==> src/rtl/io_port_bridge_pkg.sv <==
// ============================================================================
//  Module      : io_port_bridge_pkg
//  Description : I/O window address map and STATUS register bit layout for
//                the CPU-side switch/HEX port bridge.
//  Revision    : 1.0 - initial release
// ============================================================================
`default_nettype none

package io_port_bridge_pkg;

    // Byte offsets within the I/O window; only addr[7:0] is decoded.
    localparam logic [7:0] OUT0_A = 8'h80;
    localparam logic [7:0] OUT1_A = 8'h84;
    localparam logic [7:0] OUT2_A = 8'h88;
    localparam logic [7:0] IN0_A  = 8'hC0;
    localparam logic [7:0] IN1_A  = 8'hC4;
    localparam logic [7:0] STAT_A = 8'hCC;

    localparam int STAT_W       = 2;
    localparam int STAT_IN0_BIT = 0;
    localparam int STAT_IN1_BIT = 1;

endpackage

`default_nettype wire

==> src/rtl/io_port_bridge_if.sv <==
// ============================================================================
//  Module      : io_port_bridge_if
//  Description : CPU data-bus view of the I/O window (store/load strobes,
//                address, write data and combinational read data).
//  Revision    : 1.0 - initial release
// ============================================================================
`default_nettype none

interface io_port_bridge_if #(
    parameter int DATA_W = 32
);
    logic [31:0]       addr;
    logic [DATA_W-1:0] wdata;
    logic              we;
    logic              re;
    logic [DATA_W-1:0] rdata;

    modport master (
        output addr,
        output wdata,
        output we,
        output re,
        input  rdata
    );

    modport slave (
        input  addr,
        input  wdata,
        input  we,
        input  re,
        output rdata
    );
endinterface

`default_nettype wire

==> src/rtl/io_port_bridge_debouncer.sv <==
// ============================================================================
//  Module      : io_port_bridge_debouncer
//  Description : Two-flop synchroniser plus stability counter for one switch
//                group; commits the whole word at once and pulses chg.
//  Revision    : 1.0 - initial release
// ============================================================================
`default_nettype none

module io_port_bridge_debouncer #(
    parameter int SW_W         = 5,
    parameter int DEBOUNCE_CYC = 16
) (
    input  logic            clk,
    input  logic            resetn,
    input  logic [SW_W-1:0] raw,
    output logic [SW_W-1:0] stable,
    output logic            chg
);

    localparam int              CNT_W   = $clog2(DEBOUNCE_CYC);
    localparam logic [CNT_W-1:0] CNT_MAX = CNT_W'(DEBOUNCE_CYC - 1);

    logic [SW_W-1:0]  sync1_q,  sync1_d;
    logic [SW_W-1:0]  sync2_q,  sync2_d;
    logic [SW_W-1:0]  stable_q, stable_d;
    logic [CNT_W-1:0] cnt_q,    cnt_d;
    logic             w_chg;

    // Any return to the committed value restarts the count, so a bouncing
    // input never reaches CNT_MAX.
    always_comb begin
        sync1_d  = raw;
        sync2_d  = sync1_q;
        stable_d = stable_q;
        cnt_d    = cnt_q;
        w_chg    = 1'b0;
        if (sync2_q == stable_q) begin
            cnt_d = '0;
        end else if (cnt_q == CNT_MAX) begin
            stable_d = sync2_q;
            cnt_d    = '0;
            w_chg    = 1'b1;
        end else begin
            cnt_d = cnt_q + CNT_W'(1);
        end
    end

    always_ff @(posedge clk) begin
        if (!resetn) begin
            sync1_q  <= '0;
            sync2_q  <= '0;
            stable_q <= '0;
            cnt_q    <= '0;
        end else begin
            sync1_q  <= sync1_d;
            sync2_q  <= sync2_d;
            stable_q <= stable_d;
            cnt_q    <= cnt_d;
        end
    end

    assign stable = stable_q;
    assign chg    = w_chg;

endmodule

`default_nettype wire

==> src/rtl/io_port_bridge.sv <==
// ============================================================================
//  Module      : io_port_bridge
//  Description : Memory-mapped responder holding three output port registers,
//                two debounced switch input ports and a sticky STATUS word.
//  Revision    : 1.0 - initial release
// ============================================================================
`default_nettype none

module io_port_bridge
    import io_port_bridge_pkg::*;
#(
    parameter int DATA_W       = 32,
    parameter int SW_W         = 5,
    parameter int DEBOUNCE_CYC = 16
) (
    input  logic              clk,
    input  logic              resetn,
    io_port_bridge_if.slave   bus,
    input  logic [SW_W-1:0]   sw_in0,
    input  logic [SW_W-1:0]   sw_in1,
    output logic [DATA_W-1:0] out_port0,
    output logic [DATA_W-1:0] out_port1,
    output logic [DATA_W-1:0] out_port2
);

    logic [DATA_W-1:0] out0_q, out0_d;
    logic [DATA_W-1:0] out1_q, out1_d;
    logic [DATA_W-1:0] out2_q, out2_d;
    logic [STAT_W-1:0] stat_q, stat_d;

    logic [SW_W-1:0]   w_in0;
    logic [SW_W-1:0]   w_in1;
    logic              w_chg0;
    logic              w_chg1;
    logic [7:0]        w_off;
    logic              w_stat_clr;
    logic [DATA_W-1:0] w_rdata;
    logic              w_unused_addr;

    io_port_bridge_debouncer #(
        .SW_W         (SW_W),
        .DEBOUNCE_CYC (DEBOUNCE_CYC)
    ) u_deb0 (
        .clk    (clk),
        .resetn (resetn),
        .raw    (sw_in0),
        .stable (w_in0),
        .chg    (w_chg0)
    );

    io_port_bridge_debouncer #(
        .SW_W         (SW_W),
        .DEBOUNCE_CYC (DEBOUNCE_CYC)
    ) u_deb1 (
        .clk    (clk),
        .resetn (resetn),
        .raw    (sw_in1),
        .stable (w_in1),
        .chg    (w_chg1)
    );

    assign w_off         = bus.addr[7:0];
    assign w_unused_addr = ^bus.addr[31:8];
    assign w_stat_clr    = bus.re && (w_off == STAT_A);

    always_comb begin
        out0_d = out0_q;
        out1_d = out1_q;
        out2_d = out2_q;
        if (bus.we) begin
            case (w_off)
                OUT0_A:  out0_d = bus.wdata;
                OUT1_A:  out1_d = bus.wdata;
                OUT2_A:  out2_d = bus.wdata;
                default: ;
            endcase
        end
    end

    // A change pulse on the same edge as a clearing read keeps the flag set.
    always_comb begin
        stat_d = w_stat_clr ? '0 : stat_q;
        stat_d[STAT_IN0_BIT] = stat_d[STAT_IN0_BIT] | w_chg0;
        stat_d[STAT_IN1_BIT] = stat_d[STAT_IN1_BIT] | w_chg1;
    end

    always_comb begin
        w_rdata = '0;
        if (bus.re) begin
            case (w_off)
                OUT0_A:  w_rdata = out0_q;
                OUT1_A:  w_rdata = out1_q;
                OUT2_A:  w_rdata = out2_q;
                IN0_A:   w_rdata = DATA_W'(w_in0);
                IN1_A:   w_rdata = DATA_W'(w_in1);
                STAT_A:  w_rdata = DATA_W'(stat_q);
                default: w_rdata = '0;
            endcase
        end
    end

    always_ff @(posedge clk) begin
        if (!resetn) begin
            out0_q <= '0;
            out1_q <= '0;
            out2_q <= '0;
            stat_q <= '0;
        end else begin
            out0_q <= out0_d;
            out1_q <= out1_d;
            out2_q <= out2_d;
            stat_q <= stat_d;
        end
    end

    assign bus.rdata = w_rdata;
    assign out_port0 = out0_q;
    assign out_port1 = out1_q;
    assign out_port2 = out2_q;

endmodule

`default_nettype wire

==> src/flat_wrapper.sv <==
// flat-port wrapper written by rule: the top's interface ports become plain ports
module io_port_bridge_flat import io_port_bridge_pkg::*;
#(
    parameter int DATA_W       = 32,
    parameter int SW_W         = 5,
    parameter int DEBOUNCE_CYC = 16
)
  (clk, resetn, sw_in0, sw_in1, out_port0, out_port1, out_port2, bus_addr, bus_wdata, bus_we, bus_re, bus_rdata);
  io_port_bridge_if #(.DATA_W(DATA_W)) bus_i ();
  input  logic clk;
  input  logic resetn;
  input  logic [SW_W-1:0] sw_in0;
  input  logic [SW_W-1:0] sw_in1;
  output logic [DATA_W-1:0] out_port0;
  output logic [DATA_W-1:0] out_port1;
  output logic [DATA_W-1:0] out_port2;
  input wire logic [$bits(bus_i.addr)-1:0] bus_addr;
  input wire logic [$bits(bus_i.wdata)-1:0] bus_wdata;
  input wire logic [$bits(bus_i.we)-1:0] bus_we;
  input wire logic [$bits(bus_i.re)-1:0] bus_re;
  output wire logic [$bits(bus_i.rdata)-1:0] bus_rdata;
  assign bus_i.addr = bus_addr;
  assign bus_i.wdata = bus_wdata;
  assign bus_i.we = bus_we;
  assign bus_i.re = bus_re;
  assign bus_rdata = bus_i.rdata;
  io_port_bridge #(.DATA_W(DATA_W), .SW_W(SW_W), .DEBOUNCE_CYC(DEBOUNCE_CYC)) u_core (.clk(clk), .resetn(resetn), .bus(bus_i), .sw_in0(sw_in0), .sw_in1(sw_in1), .out_port0(out_port0), .out_port1(out_port1), .out_port2(out_port2));
endmodule
==> config.mk <==
export PLATFORM = sky130hd
export DESIGN_NAME = io_port_bridge_flat
export DESIGN_NICKNAME = d
export VERILOG_FILES = /design/src/rtl/io_port_bridge_pkg.sv /design/src/rtl/io_port_bridge_if.sv /design/src/rtl/io_port_bridge_debouncer.sv /design/src/rtl/io_port_bridge.sv /design/src/flat_wrapper.sv
export SDC_FILE = /design/constraint.sdc
export NUM_CORES = 1
export LEC_CHECK = 0
export BUFFER_PORTS_ARGS = -buffer_cell sky130_fd_sc_hd__clkbuf_2
export CAP_MARGIN = 20
export CORE_UTILIZATION = 53
export DETAILED_ROUTE_END_ITERATION = 12
export PLACE_DENSITY = 0.85
export SETUP_SLACK_MARGIN = 0.2
export SKIP_CTS_REPAIR_TIMING = 1
export SLEW_MARGIN = 40
export SYNTH_ARGS = -nofsm -noshare
export SYNTH_HDL_FRONTEND = slang
export SYNTH_SLANG_ARGS = --single-unit
==> constraint.sdc <==
create_clock -name clk -period 2.57 [get_ports clk]
set_input_delay 0.1285 -clock clk [delete_from_list [all_inputs] [get_ports clk]]
set_output_delay 0.1285 -clock clk [all_outputs]
set_load 0.01 [all_outputs]
==> run_results.csv, run 1 <==
group,metric,value,unit
run_status,status,"finished, final reports clean",
global_routing,first_global_vias,4906,
critical_path,slowest_stage,"and2_1",
critical_path,crit_chain,"clkbuf_2 > nor4b_4 > buf_4 > and2_1 > a22oi_1 > nor2_1 > clkbuf_2",
job,cap_violations,0,
place,gp_congestion,0.845,
route,routed_wirelength,16.8,mm
critical_path,reg2reg_depth,4,
global_routing,grt_start_max_net_pins,65,
critical_path,start_kind,"input port",
final_layout,final_area,7540,um^2
final_layout,instances_no_fill,970,
critical_path,path_common_cell,"clkbuf_2",
critical_path,worst_ep_required_time,2.44,ns
sta,fin_ws,0.408,ns
synth,syn-cell-area,5670,um^2
clocking,clock_latency,0.52,ns
synth,synthCells,619,
clocking,htreeDepth,4,
floorplanning,pin_count,206,
synth,yosysSeqAreaShare,0.480,
synth,synth_fp_nets,699,
clocking,cts_tree,"yes",
global_routing,grt.total_usage,0.286,
final_layout,diodes,0,
route,drc,0,
floorplanning,die_h,105,um
global_routing,antenna_found_initial,0,
critical_path,cp-endpoint,"bus_rdata[13]",
final_layout,area_delta_synth_final,33.1,%
route,drt_iter0_drc,504,
place,pre_cts_ws,0.409,ns
global_routing,grt_pass1_wl,24.6,mm
critical_path,cp_max_fo,12,
floorplanning,core,10400,um^2
sta,fin_crit_sh,0.841,
clocking,cts_buffers,17,
synth,async_reset_ff_frac,0,
final_layout,finalNetCount,902,
floorplanning,dieArea,11100,um^2
floorplanning,die_w,105,um
pwr,vdd_drop_max,0.451,mV
critical_path,crit_start,"bus_addr[2]",
pwr,power,4.73,mW
sta,setup_viol,0,
sta,max_slew_margin,0.523,
place,portBuffers,181,
final_layout,fillers,737,
final_layout,layout_common_cells,"clkbuf_2, dfxtp_1, nand3_1",
clocking,path_clk_slew,0.06,ns
route,dr.pass1.iters,5,
sta,clock.fmax,0.463,GHz
clocking,cts-root-buf,"clkbuf_8",
critical_path,worst_path_largest_cell_delay,0.51,ns
route,vias_per_cell,5.82,
place,placed_cell_area,6560,um^2
place,dpl.cell_count,897,
critical_path,worstReg2RegStart,"u_core.u_deb0.stable[1]",
critical_path,worstSetupEndpointType,"primary output",
final_layout,drive_above_1_share,0.305,
min_path,min_path_type,"in -> reg",
route,ant_nets,0,
route,wl_per_cell,17.4,um
global_routing,gr-total-overflow,0,
sta,tns,0,ns
final_layout,final_common_cell,"clkbuf_2",
sta,finClkSkew,0.00483,ns
floorplanning,start_util,0.547,
sta,hold_viol_final,0,
sta,period_needed,2.16,ns
final_layout,final_util,0.728,
floorplanning,row_count,37,
pwr,p_leak,3.15,nW
sta,slew_violations,0,
clocking,cts_buffer_depth,2,
synth,ys_ff_latch,136,
critical_path,critPathKind,"in -> out",
sta,rsz0062_at_grt,"no",
synth,ys_types,42,
min_path,worstHoldPathCells,3,
place,hpwl,10.9,mm
sta,tightest_slew,0.716,ns
critical_path,reg2reg_setup_slack,1.28,ns
critical_path,r2r_end,"u_core.stat_q[0]",
sta,hold_slack,0.0844,ns
synth,ys.warnings.count,0,
synth,avgSynthCellArea,9.16,um^2
synth,ys_dominant_reg_cell,"dfxtp_1",
route,vias,5642,
synth,synth_edf_count,0,
pwr,power_density,626,nW/um^2
critical_path,worstPathArrival,2.03,ns
clocking,cts_sinks,136,
Yosys cell counts (21+ instances only):
master,count,area (um^2)
dfxtp_1,136,2720
nand3_1,102,510
nand2_1,52,195
o21ai_0,44,220
o21ai_1,44,220
nor2_1,32,120
a22o_1,29,254
a22oi_1,29,218
and2_1,22,138
clkbuf_1,21,78.8
final cells by class:
type	instances	area, um^2	share of cell area
Multi-Input combinational cell	427	2630	0.349
Tap cell	136	170	0.0226
Timing Repair Buffer	239	1450	0.192
Inverter	1	3.75	0.000498
Sequential cell	136	2720	0.361
Clock inverter	11	124	0.0164
Clock buffer	20	445	0.0590
power by group:
part / internal [mW] / switching [mW] / total, mW
clock: 1.43 / 0.897 / 2.32
combinational: 0.116 / 0.146 / 0.262
sequential: 2.13 / 0.0119 / 2.14
layer usage:
metal  GRT usage  share of wire  up-vias
li1            -              -     2635
met1       0.358           0.41     2671
met2       0.470           0.49      301
met3      0.0575          0.072       35
met4       0.143          0.024        0
met5           0              0        -
worst min-delay path by stage:
stage | startpoint | endpoint | slack [ns]
6_report | resetn | u_core.out_port2[7] | 0.08
3_5_place_dp | sw_in1[3] | u_core.u_deb1.sync1_q[3] | 0.34
3_3_place_gp | sw_in0[2] | u_core.u_deb0.sync1_q[2] | 0.33
4_1_cts | sw_in0[1] | u_core.u_deb0.sync1_q[1] | -0.21
2_1_floorplan | sw_in0[0] | u_core.u_deb0.sync1_q[0] | 0.26
5_1_grt | resetn | u_core.out_port2[8] | 0.08
registers in the layout (all words and copies together), names as in the netlist:
signal / flops
u_core.u_deb1.stable: 5
u_core.u_deb1.cnt_q: 4
u_core.out_port2: 32
u_core.out_port1: 32
u_core.u_deb1.sync1_q: 5
u_core.out_port0: 32
u_core.stat_q: 2
u_core.u_deb0.sync2_q: 5
u_core.u_deb0.stable: 5
u_core.u_deb1.sync2_q: 5
u_core.u_deb0.cnt_q: 4
u_core.u_deb0.sync1_q: 5
worst max-delay path, delay by kind of cell:
kind	cells	cell delay (ns)
buf+inv	3	0.69
compound gates	1	0.24
simple gates	3	0.96
cells by family after synthesis:
logic type | Yosys count | share of synthesized area
AND/OR/NAND/NOR | 234 | 0.221
AO/OA/AOI/OAI | 171 | 0.194
flip-flops | 136 | 0.480
buffers and inverters | 56 | 0.0576
XOR/XNOR | 15 | 0.0232
multiplexers | 5 | 0.0199
adder cells (fa/ha/maj) | 2 | 0.00441
Power figures use the tool's default switching activity.
==> inputs of run 2 (changes only) <==
Settings changed: CORE_UTILIZATION 53 to 49, PLACE_DENSITY 0.85 to 0.79.
Clock period 2.57 ns to 2.2 ns, I/O delays scaled along.
==> run 2 against run 1 <==
Effect of this change:
- total power grew 19%
- clock-buffer cell count increased by 4
- clock power increased by 21%
- via count fell by 1.8%
- clock skew rose by 0.0035 ns
- die area up 8.0%
- the flow now finishes with violations (hold timing)
- sequential cell count unchanged
- critical path type unchanged
- register-to-register slack got worse by 0.34 ns
- wire length down 1.1%
- non-clock buffer count is 6 lower
- design area down 0.13%
- critical endpoint is now bus_rdata[17]
- global-route usage down 1.3 points
==> run_results.csv, run 2 (synthesis results as in run 1) <==
group,metric,value,unit
run_status,status,"complete, but fails checks",
run_status,violations,"hold timing",
clocking,cts_tree,"yes",
sta,tightest_slew,0.446,ns
final_layout,finalNetCount,896,
critical_path,worstPathArrival,1.67,ns
final_layout,final_area,7530,um^2
pwr,power_density,744,nW/um^2
pwr,p_leak,3.16,nW
route,vias,5542,
sta,finClkSkew,0.00837,ns
clocking,htreeDepth,4,
sta,tns,0,ns
global_routing,grt_start_max_net_pins,101,
critical_path,worst_ep_required_time,2.09,ns
final_layout,instances_no_fill,968,
global_routing,grt.total_usage,0.273,
place,gp_congestion,0.874,
final_layout,area_delta_synth_final,32.9,%
floorplanning,dieArea,12000,um^2
final_layout,diodes,0,
sta,hold_slack,-0.0171,ns
place,portBuffers,181,
route,drt_iter0_drc,448,
clocking,cts_sinks,136,
place,placed_cell_area,6620,um^2
final_layout,drive_above_1_share,0.313,
floorplanning,die_w,110,um
sta,slew_violations,0,
clocking,cts_buffer_depth,2,
clocking,path_clk_slew,0.05,ns
pwr,power,5.61,mW
route,vias_per_cell,5.73,
route,routed_wirelength,16.6,mm
route,dr.pass1.iters,5,
place,dpl.cell_count,906,
route,ant_nets,0,
floorplanning,row_count,38,
floorplanning,die_h,110,um
final_layout,final_common_cell,"clkbuf_2",
critical_path,cp_max_fo,24,
floorplanning,start_util,0.512,
global_routing,antenna_found_initial,0,
sta,hold_viol_final,4,
route,drc,0,
floorplanning,core,11100,um^2
sta,period_needed,1.78,ns
clocking,cts_buffers,17,
route,wl_per_cell,17.2,um
clocking,clock_latency,0.41,ns
global_routing,gr-total-overflow,0,
final_layout,fillers,854,
global_routing,grt_pass1_wl,24.5,mm
sta,max_slew_margin,0.702,
sta,setup_viol,0,
sta,clock.fmax,0.562,GHz
critical_path,worstSetupEndpointType,"primary output",
job,cap_violations,0,
min_path,min_path_type,"in -> reg",
critical_path,critPathKind,"in -> out",
global_routing,first_global_vias,4916,
place,hpwl,11.4,mm
critical_path,start_kind,"input port",
sta,rsz0062_at_grt,"no",
pwr,vdd_drop_max,0.601,mV
final_layout,layout_common_cells,"clkbuf_2, dfxtp_1, nand3_1",
floorplanning,pin_count,206,
sta,fin_crit_sh,0.808,
clocking,cts-root-buf,"clkbuf_16",
[run 2: cell count changes in the layout (fill, tap and decap cells not counted), sizes merged]
cell	previous run	this run
clkinvlp	3	2
inv	2	1
dlygate4sd3	42	31
clkinv	5	3
buf	17	22
clkbuf	200	204
[run 2: critical path: stages]
cell,delay (ns)
clkbuf_2,0.13
nor3b_4,0.24
nand2_2,0.10
a2111o_1,0.56
buf_12,0.23
nor2_1,0.14
clkbuf_2,0.15
[run 2: per-layer routing]
layer  global-route usage  up-vias  wire [um]
met2                0.477      254       8370
met4                0.117        0        406
li1                     -     2623          -
met3               0.0741       30       1160
met1                0.313     2635       6710
met5                    0        -          0
[run 2: final timing paths]
check / to / from / slack (ns) / cells after the start
worst max-delay path: bus_rdata[17] / bus_addr[5] / 0.42 / 7
worst min-delay path: u_core.out_port2[1] / bus_wdata[1] / -0.02 / 3
worst max register to register: u_core.stat_q[1] / u_core.u_deb1.stable[1] / 0.94 / 4
worst min register to register: u_core.u_deb1.sync2_q[1] / u_core.u_deb1.sync1_q[1] / 0.43 / 1
[run 2: layout make-up]
type,instances,area (um^2),share of cell area
Inverter,1,3.75,0.000498
Multi-Input combinational cell,427,2630,0.349
Tap cell,140,175,0.0232
Timing Repair Buffer,233,1400,0.186
Clock inverter,7,90.1,0.0120
Clock buffer,24,512,0.0679
Sequential cell,136,2720,0.361
[run 2: power by group]
part           internal [mW]  leakage [nW]  switching, mW  total, mW
combinational          0.128          1.77          0.167      0.294
clock                   1.84         0.294          0.977       2.81
sequential              2.49          1.10         0.0130       2.50
[run 2: through the flow]
stage | hold slack, ns | util | setup WS, ns
6_report | -0.0171 | 0.680 | 0.421
5_1_grt | -0.000873 | 0.680 | 0.356
4_1_cts | -0.108 | 0.652 | 0.423
3_5_place_dp | 0.321 | 0.598 | 0.426
3_3_place_gp | 0.316 | 0.598 | 0.478
2_1_floorplan | 0.237 | - | 0.713
==> inputs of run 3 (changes only) <==
Settings changed: CORE_UTILIZATION 49 to 45, PLACE_DENSITY 0.79 to 0.77.
Clock period 2.2 ns to 1.5 ns, I/O delays scaled along.
==> run 3 against run 2 <==
Effect of this change:
- the run ends with setup timing left
- sequential share of layout area down 3.9 points
- die area up 8.7%
- sequential power up 47%
- utilization up 1.8 points
- global-route usage down 1.1 points
- largest cell class is now multi-input gates
- via count up 5.1%
==> run_results.csv, run 3 (synthesis results as in run 1) <==
group,metric,value,unit
clocking,clock_latency,0.42,ns
clocking,cts-root-buf,"clkbuf_16",
route,wl_per_cell,18.1,um
sta,hold_slack,0.128,ns
sta,fin_ws,-0.219,ns
final_layout,layout_common_cells,"clkbuf_2, dfxtp_1, nand3_1",
critical_path,reg2reg_setup_slack,0.23,ns
route,vias,5822,
pwr,switching_share,0.223,
sta,fin_crit_sh,1.15,
clocking,cts_buffers,17,
pwr,p_comb_frac,0.060,
critical_path,start_kind,"flop",
floorplanning,start_util,0.466,
pwr,p_clk_frac,0.509,
run_status,status,"complete, but fails checks",
global_routing,first_global_vias,5169,
critical_path,cp_max_fo,3,
sta,rsz0062_at_grt,"yes",
global_routing,grt.total_usage,0.262,
pwr,vdd_drop_max,0.704,mV
job,cap_violations,0,
sta,setup_viol,32,
global_routing,antenna_found_initial,0,
place,portBuffers,181,
critical_path,critPathKind,"reg -> out",
floorplanning,row_count,40,
route,routed_wirelength,18.6,mm
sta,hold_viol_final,0,
min_path,worstHoldPathCells,4,
critical_path,worst_ep_required_time,1.42,ns
critical_path,worstSetupEndpointType,"primary output",
route,drt_iter0_drc,502,
clocking,cts_sinks,136,
place,gp_congestion,0.809,
sta,clock.fmax,0.582,GHz
route,ant_nets,0,
pwr,power,8.52,mW
floorplanning,core,12200,um^2
place,pre_cts_ws,-0.00950,ns
sta,slew_violations,0,
min_path,min_from,"resetn",
clocking,cts_tree,"yes",
floorplanning,pin_count,206,
critical_path,reg2reg_depth,5,
clocking,path_clk_slew,0.06,ns
final_layout,drive_above_1_share,0.397,
run_status,violations,"setup timing",
sta,max_slew_margin,0.691,
route,drc,0,
critical_path,worstReg2RegStart,"u_core.u_deb0.stable[1]",
route,vias_per_cell,5.66,
clocking,htreeDepth,4,
route,dr.pass1.iters,5,
floorplanning,dieArea,13100,um^2
pwr,switchingPower,1.90,mW
floorplanning,die_h,114,um
clocking,cts_buffer_depth,2,
min_path,hold_end,"u_core.out_port1[9]",
final_layout,diodes,0,
final_layout,final_common_cell,"clkbuf_2",
place,hpwl,12.0,mm
global_routing,grt_start_max_net_pins,52,
min_path,min_path_type,"in -> reg",
critical_path,r2r_end,"u_core.stat_q[0]",
critical_path,worstPathArrival,1.64,ns
pwr,p_seq_frac,0.431,
final_layout,final_area,8490,um^2
final_layout,area_delta_synth_final,49.7,%
place,placed_cell_area,6950,um^2
pwr,power_density,1000,nW/um^2
global_routing,grt_pass1_wl,26.1,mm
final_layout,finalNetCount,928,
pwr,p_leak,3.48,nW
sta,tightest_slew,0.463,ns
pwr,intPower,6.62,mW
sta,finClkSkew,0.00668,ns
floorplanning,die_w,114,um
sta,period_needed,1.72,ns
global_routing,gr-total-overflow,0,
## run 3: stage by stage
stage | setup TNS (ns) | utilization | instances
after floorplan | 0 | - | 619
after global placement | 0 | 0.571 | 946
after detailed placement | -0.00950 | 0.571 | 946
after CTS | -1.20 | 0.623 | 978
after global routing | -3.98 | 0.698 | 1029
final | -2.85 | 0.698 | 1029
## run 3: worst max-delay path, stage by stage (launching register included)
cell and delay (ns):
dfxtp_1 0.35, mux4_2 0.47, a32oi_1 0.21, nor2_2 0.07, clkbuf_2 0.13
## run 3: routing by layer
layer | wire [um] | share of wire | track usage | vias up
met5 | 0 | 0 | 0 | -
met4 | 693 | 0.037 | 0.143 | 0
met3 | 1380 | 0.074 | 0.0683 | 57
met2 | 9320 | 0.50 | 0.446 | 308
met1 | 7230 | 0.39 | 0.301 | 2762
li1 | - | - | - | 2695
## run 3: worst max path at each step
stage,startpoint,endpoint
6_report,u_core.out_port0[2],bus_rdata[2]
5_1_grt,u_core.u_deb1.stable[3],bus_rdata[3]
4_1_cts,u_core.u_deb1.stable[4],bus_rdata[4]
3_5_place_dp,bus_addr[4],bus_rdata[29]
3_3_place_gp,bus_addr[2],bus_rdata[29]
2_1_floorplan,bus_addr[0],bus_rdata[13]
## run 3: power groups by stage
| stage | clock network [mW] | logic (mW) | registers (mW) |
|---|---|---|---|
| detailed placement | 0 | 0.396 | 3.75 |
| global placement | 0 | 0.384 | 3.75 |
| floorplan | 0 | 0.226 | 3.74 |
| CTS | 4.37 | 0.398 | 3.67 |
| finish | 4.34 | 0.515 | 3.67 |
| global route | 4.53 | 0.553 | 3.67 |
## run 3: area by class of cell
class,instances,area [um^2]
fill,840,3670
clock buffer,20,457
tap,168,210
sequential,136,2740
timing repair buffer,264,1990
multi-input combinational,428,2920
clock inverter,12,165
inverter,1,3.75
